### src/rtl/prog_down_timer.sv
// Programmable down timer with prescaler, count enable, one-shot/auto-reload modes,
// a registered terminal-count pulse and a running flag. Drives the obstacle spawn cadence.
module prog_down_timer #(
    parameter int WIDTH      = 9,
    parameter int PRESCALE_W = 4
) (
    input  logic                  clock,
    input  logic                  reset,
    input  logic                  en,
    input  logic                  load_en,
    input  logic [WIDTH-1:0]      load_value,
    input  logic                  auto_reload,
    input  logic [PRESCALE_W-1:0] prescale,
    output logic [WIDTH-1:0]      count,
    output logic                  tc_pulse,
    output logic                  running
);

    logic [WIDTH-1:0]      reload_reg;
    logic [PRESCALE_W-1:0] pre_cnt;
    logic                  active;
    logic                  tick;
    logic                  terminal;
    logic                  load_nonzero;

    // The >= compare lets a mid-run reduction of prescale take effect at once
    // instead of leaving pre_cnt stranded above the new limit.
    assign active       = en && running;
    assign tick         = active && (pre_cnt >= prescale);
    assign terminal     = tick && (count == WIDTH'(1));
    assign load_nonzero = (load_value != '0);

    always_ff @(posedge clock or posedge reset) begin
        if (reset) begin
            count      <= '0;
            reload_reg <= '0;
            pre_cnt    <= '0;
            tc_pulse   <= 1'b0;
            running    <= 1'b0;
        end else if (load_en) begin
            count      <= load_value;
            reload_reg <= load_value;
            pre_cnt    <= '0;
            tc_pulse   <= 1'b0;
            running    <= load_nonzero;
        end else begin
            tc_pulse <= 1'b0;

            if (active) begin
                if (tick) begin
                    pre_cnt <= '0;
                end else begin
                    pre_cnt <= pre_cnt + PRESCALE_W'(1);
                end
            end

            // Periodic mode jumps straight from 1 to the reload value, so count never shows 0.
            if (terminal) begin
                tc_pulse <= 1'b1;
                if (auto_reload) begin
                    count <= reload_reg;
                end else begin
                    count   <= '0;
                    running <= 1'b0;
                end
            end else if (tick && (count > WIDTH'(1))) begin
                count <= count - WIDTH'(1);
            end
        end
    end

endmodule

### config.mk
export PLATFORM = sky130hd
export DESIGN_NAME = prog_down_timer
export DESIGN_NICKNAME = d
export VERILOG_FILES = /design/src/rtl/prog_down_timer.sv
export SDC_FILE = /design/constraint.sdc
export NUM_CORES = 1
export LEC_CHECK = 0
export ABC_CLOCK_PERIOD_IN_PS = 2780
export CORE_MARGIN = 2
export CORE_UTILIZATION = 54
export CTS_BUF_LIST = sky130_fd_sc_hd__clkbuf_8
export DETAILED_ROUTE_END_ITERATION = 7
export GPL_ROUTABILITY_DRIVEN = 0
export PLACE_DENSITY = 0.92
export SYNTH_ARGS = -nofsm -noshare
export SYNTH_HDL_FRONTEND = slang
export SYNTH_SLANG_ARGS = --single-unit
### constraint.sdc
create_clock -name clock -period 2.78 [get_ports clock]
set_clock_uncertainty 0.05 [all_clocks]
set_input_delay 0.556 -clock clock [delete_from_list [all_inputs] [get_ports clock]]
set_output_delay 0.556 -clock clock [all_outputs]
set_load 0.02 [all_outputs]
== Yosys cells after proc, flatten, opt, wreduce, memory -nomap -nowiden ==
Cells that the tools add are included.
Storage, ports and cells
  register bits after elaboration: 24
  bits of input ports: 18
  output and inout bits: 11
  word-level logic and storage cells: 32
Operators by class
  add/sub/neg operators: 2
  $lt $le $gt $ge: 2
  equality and inequality tests: 2
  mux-type cells: 12
  reductions and logical operators: 9
Operators with widths (count)
  $mux 9: 4
  $mux 4: 3
  $eq 9x1->1 const B: 1
  $gt 9x1->1 const B: 1
  $reduce_bool 9->1: 1
  $sub 9x1->9 const B: 1
  $mux 1: 5
  $add 4x1->4 const B: 1
  $ge 4x4->1: 1
  $logic_and 1x1->1: 4
  $reduce_bool 2->1: 2
  $reduce_bool 3->1: 1
  $ne 2x2->1 const B: 1
  $reduce_and 2->1: 1

== Longest topological paths before layout ==
Gate-level depths: netlist of the first run.
  word-level depth: 6
  gate-level depth with buffers: 8
  mapped depth without buffers: 7

== Worst setup path after synthesis of the first run ==
OpenSTA, ideal clock, no wires.
  kind: register to register
  start point: register count[1]
  end point: register count[0]
  library setup time: 0.069 ns
  arrival time: 2.146 ns
  required time: 2.661 ns
  slack: 0.515 ns
  stages on the path, launching flop included: 9
  buffers on the path: 1
  clock period less this slack: 2.265 ns
  cell sequence: dfrtp_1 -> inv_1 -> ha_1 -> or4b_2 -> nor2_1 -> clkbuf_2 -> nand3_1 -> a211o_1 -> nand3_1
Between the ends
  cells in the longest elaborated chain, start to end: 4
  elaborated cells between the ends (all ways): 7
  classes of those cells: 1 x order compare; 1 x eq/ne; 2 x mux; 3 x reduce/logical
Ends and longest elaborated chain
  start: declaration: line 14  | output logic [WIDTH-1:0] count,
  start signal: assignment: line 41  | count <= load_value;
  start signal: assignment: line 61  | count <= reload_reg;
  start signal: assignment: line 67  | count <= count - WIDTH'(1);
  branches (longest 4 deep; another with $gt 9x1->1)
Parallel ways; which one is timed is not known.
A chain may end at the register's enable or synchronous reset.

== Worst setup path after layout of the first run ==
  start point: input port prescale[0]
  end point: register count[2]
Between the ends
  cells in the longest elaborated chain, start to end: 5
  elaborated cells between the ends (all ways): 7
  classes of those cells: 1 x order compare; 2 x mux; 4 x reduce/logical
Ends and longest elaborated chain
  start: declaration: line 13  | input logic [PRESCALE_W-1:0] prescale,
  $ge 4x4->1 (*): line 29  | assign tick = active && (pre_cnt >= prescale);
  $logic_and 1x1->1 (*): line 29
  $logic_and 1x1->1: line 30  | assign terminal = tick && (count == WIDTH'(1));
  $mux 9: line 58  | if (terminal) begin
  $mux 9: line 40  | end else if (load_en) begin
Every way passes the cells marked *; elsewhere a longest branch is shown, timed or not.

==> qor.yml, run 1 <==
slowest_delay_ns: 0.48
wl_um: 3740
std_cell_rows: 19
grt_overflow_total: 0
worstSkewPairLatency_ns: 0.27
ys_seq_elements: 24
cp.required_ns: 2.83
via_per_inst: 6.38
endpoint_kind: "register"
synth_nets: 206
die_x_um: 57.3
seq_area_um2: 601
busiest_layer: "met2"
area_delta_synth_final_pct: 21.3
grt_util_met2_pct: 40.1
grt_pass1_vias: 1387
grt_max_degree: 33
cp_slowest_cell: "o311ai_0"
powerDensity_nw_per_um2: 447
synthArstFlopShare_pct: 100
cts-buffers-inserted: 3
synth-edff-count: 0
fillers: 206
grtUsageMet3_pct: 2.49
initial_core_util_pct: 56.0
synthCells: 181
fin_nets: 231
rsz0062_at_grt: "no"
diodes: 0
fp.coreArea_um2: 2730
ant_nets: 0
synth.distinct_cells: 43
mostFrequentLayoutCell: "clkdlybuf4s50_1"
worst-setup-path-type: "primary input to register"
antenna_found_initial: 0
max-slew-margin-rel_pct: 64.7
status: "finished, final reports clean"
cts_resized: 0
clk_pin_slew_ns: 0.07
root_buffer: "clkbuf_8"
clk_path_buf_depth: 2
routedWlPerCell_um: 15.9
firstDrtPassIters: 5
crit_fanout: 5
ios: 29
placed_cells: 232
final_cell_mix: "28 x clkdlybuf4s50_1, 24 x dfrtp_1, 22 x inv_1, 20 x nand2_1, 12 x o21ai_0"
rrSetupSlack_ns: 0.28
post_cts_buffers: 0
p_leak_nw: 0.831
final_layout_size_suffix_gt1_share_pct: 5.88
slew_violations: 0
vias: 1500
worst_slack_ns: 0.195
cp-start-kind: "primary input"
dp.final_hpwl_um: 2740
synth_area_um2: 1530
hold_viol: 0
grt_pass1_wl_um: 6320
worst_slew_pin_slew_ns: 0.525
finalCriticalPeriod_ns: 2.59
h-tree-depth: 1
yosys.area.top_type: "dfrtp_1"
critPathArrivalTime_ns: 2.63
yosysWarningCount: 0
synth_top_area_share_pct: 39.2
fmax_mhz: 387
critical_path.cell_chain: "clkdlybuf4s50_1 -> ha_1 -> nand2b_1 -> a2111o_1 -> nand3_1 -> nor2_1 -> o311ai_0"
synthFlopType: "dfrtp_1"
clock_sinks: 24
synth_area_leaders: "dfrtp_1 39%, ha_1 5.7%, inv_1 5.4%, nand2_1 4.9%, o21ai_0 3.9%"
synth-seq-area-share_pct: 39.2
whs_ns: 0.442
syn_area_per_cell_um2: 8.46
die-area_um2: 3280
final_cells: 235
drt_iter0_drc: 132
multi_input_area_um2: 781
groute.usage.overall_pct: 24.7
cts_hold_buf: 0
hold_class: "register to register"
dpl_worst_slack_ns: 0.0122
fp.dieH_um: 57.3
setup_viol_count_final: 0
peakVddDrop_uv: 385
cts_tree: "done"
port_buffers: 28
fin_crit_sh_pct: 93.0
tns_ns: 0
drc: 0
met1_usage_pct: 34.6
maxCapViolations: 0
## critical path: cells and delay by family
| family | cells | cell delay, ns |
|---|---|---|
| buffers and inverters | 1 | 0.40 |
| and+or+nand+nor | 3 | 0.45 |
| AOI/OAI and AO/OA | 2 | 0.95 |
| adders and majority gates | 1 | 0.28 |
## logic make-up (layout without fill, tap and decap cells)
group	count (synthesis)	in the layout	share of synthesized area (%)
buffers and inverters	35	58	9.80
and+or+nand+nor	61	61	20.5
AOI/OAI and AO/OA	49	49	21.6
adders and majority gates	7	7	5.72
muxes	2	2	1.47
DFF	24	24	39.2
xor gates and xnor gates	3	3	1.72
## worst paths after layout
check                                       endpoint                      start  depth (start not counted)
hold / removal             reload_reg[3]$_DFFE_PP0P_  reload_reg[3]$_DFFE_PP0P_                          1
setup reg to reg                count[4]$_DFFE_PP0P_       count[1]$_DFFE_PP0P_                          8
max in group asynchronous        running$_DFFE_PP0P_                      reset                          3
min in group asynchronous  reload_reg[7]$_DFFE_PP0P_                      reset                          3
setup / recovery                count[2]$_DFFE_PP0P_                prescale[0]                          7
hold reg to reg            reload_reg[3]$_DFFE_PP0P_  reload_reg[3]$_DFFE_PP0P_                          1
## metal layers
metal  vias up  share of wire, %
met5         -                 0
met4         0               2.7
met3        20               9.1
met2        93                46
met1       691                42
li1        696                 -
## synth_stat cells (all sizes together) (2+ instances only)
cell	number
dfrtp	24
inv	22
nand2	20
o21ai	12
a21oi	10
nor2	9
clkbuf	8
nand3	8
ha	7
a31oi	5
nor4	5
buf	4
nand4	4
o311ai	4
o31ai	4
and3	3
or4	3
a21boi	2
a21o	2
mux2	2
nand2b	2
nor3	2
o2111ai	2
xnor2	2
## final cells by class
| cell class | instances | share of cell area [%] |
|---|---|---|
| multi-input combinational | 122 | 42.0 |
| clock buffer | 3 | 2.22 |
| sequential | 24 | 32.3 |
| inverter | 23 | 4.65 |
| tap | 31 | 2.09 |
| timing repair buffer | 32 | 16.7 |
## stage by stage
step	total power [mW]	utilization (%)	area (µm²)
CTS	0.829	68.0	1860
global placement	0.620	66.5	1820
global route	0.877	68.0	1860
detailed placement	0.630	66.5	1820
floorplan	0.544	-	1530
finish	0.831	68.0	1860
## report_power, final
| part | switching [mW] | total (mW) | internal (mW) |
|---|---|---|---|
| logic | 0.117 | 0.216 | 0.0990 |
| clock network | 0.105 | 0.202 | 0.0969 |
| registers | 0.0367 | 0.413 | 0.377 |
Power figures use the tool's default switching activity.
==> inputs of run 2 (changes only) <==
--- a/config.mk
+++ b/config.mk
@@ -9,6 +9,7 @@
 export CORE_MARGIN = 2
 export CORE_UTILIZATION = 54
 export CTS_BUF_LIST = sky130_fd_sc_hd__clkbuf_8
+export CTS_CLUSTER_DIAMETER = 150
 export DETAILED_ROUTE_END_ITERATION = 7
 export GPL_ROUTABILITY_DRIVEN = 0
 export PLACE_DENSITY = 0.92
==> results of run 2 <==
Final layout, timing and power as in run 1 (identical DEF).
==> inputs of run 3 (changes only) <==
--- a/config.mk
+++ b/config.mk
@@ -13,6 +13,7 @@
 export DETAILED_ROUTE_END_ITERATION = 7
 export GPL_ROUTABILITY_DRIVEN = 0
 export PLACE_DENSITY = 0.92
+export SKIP_LAST_GASP = 1
 export SYNTH_ARGS = -nofsm -noshare
 export SYNTH_HDL_FRONTEND = slang
 export SYNTH_SLANG_ARGS = --single-unit
==> results of run 3 <==
Final layout, timing and power as in run 1 (identical DEF).
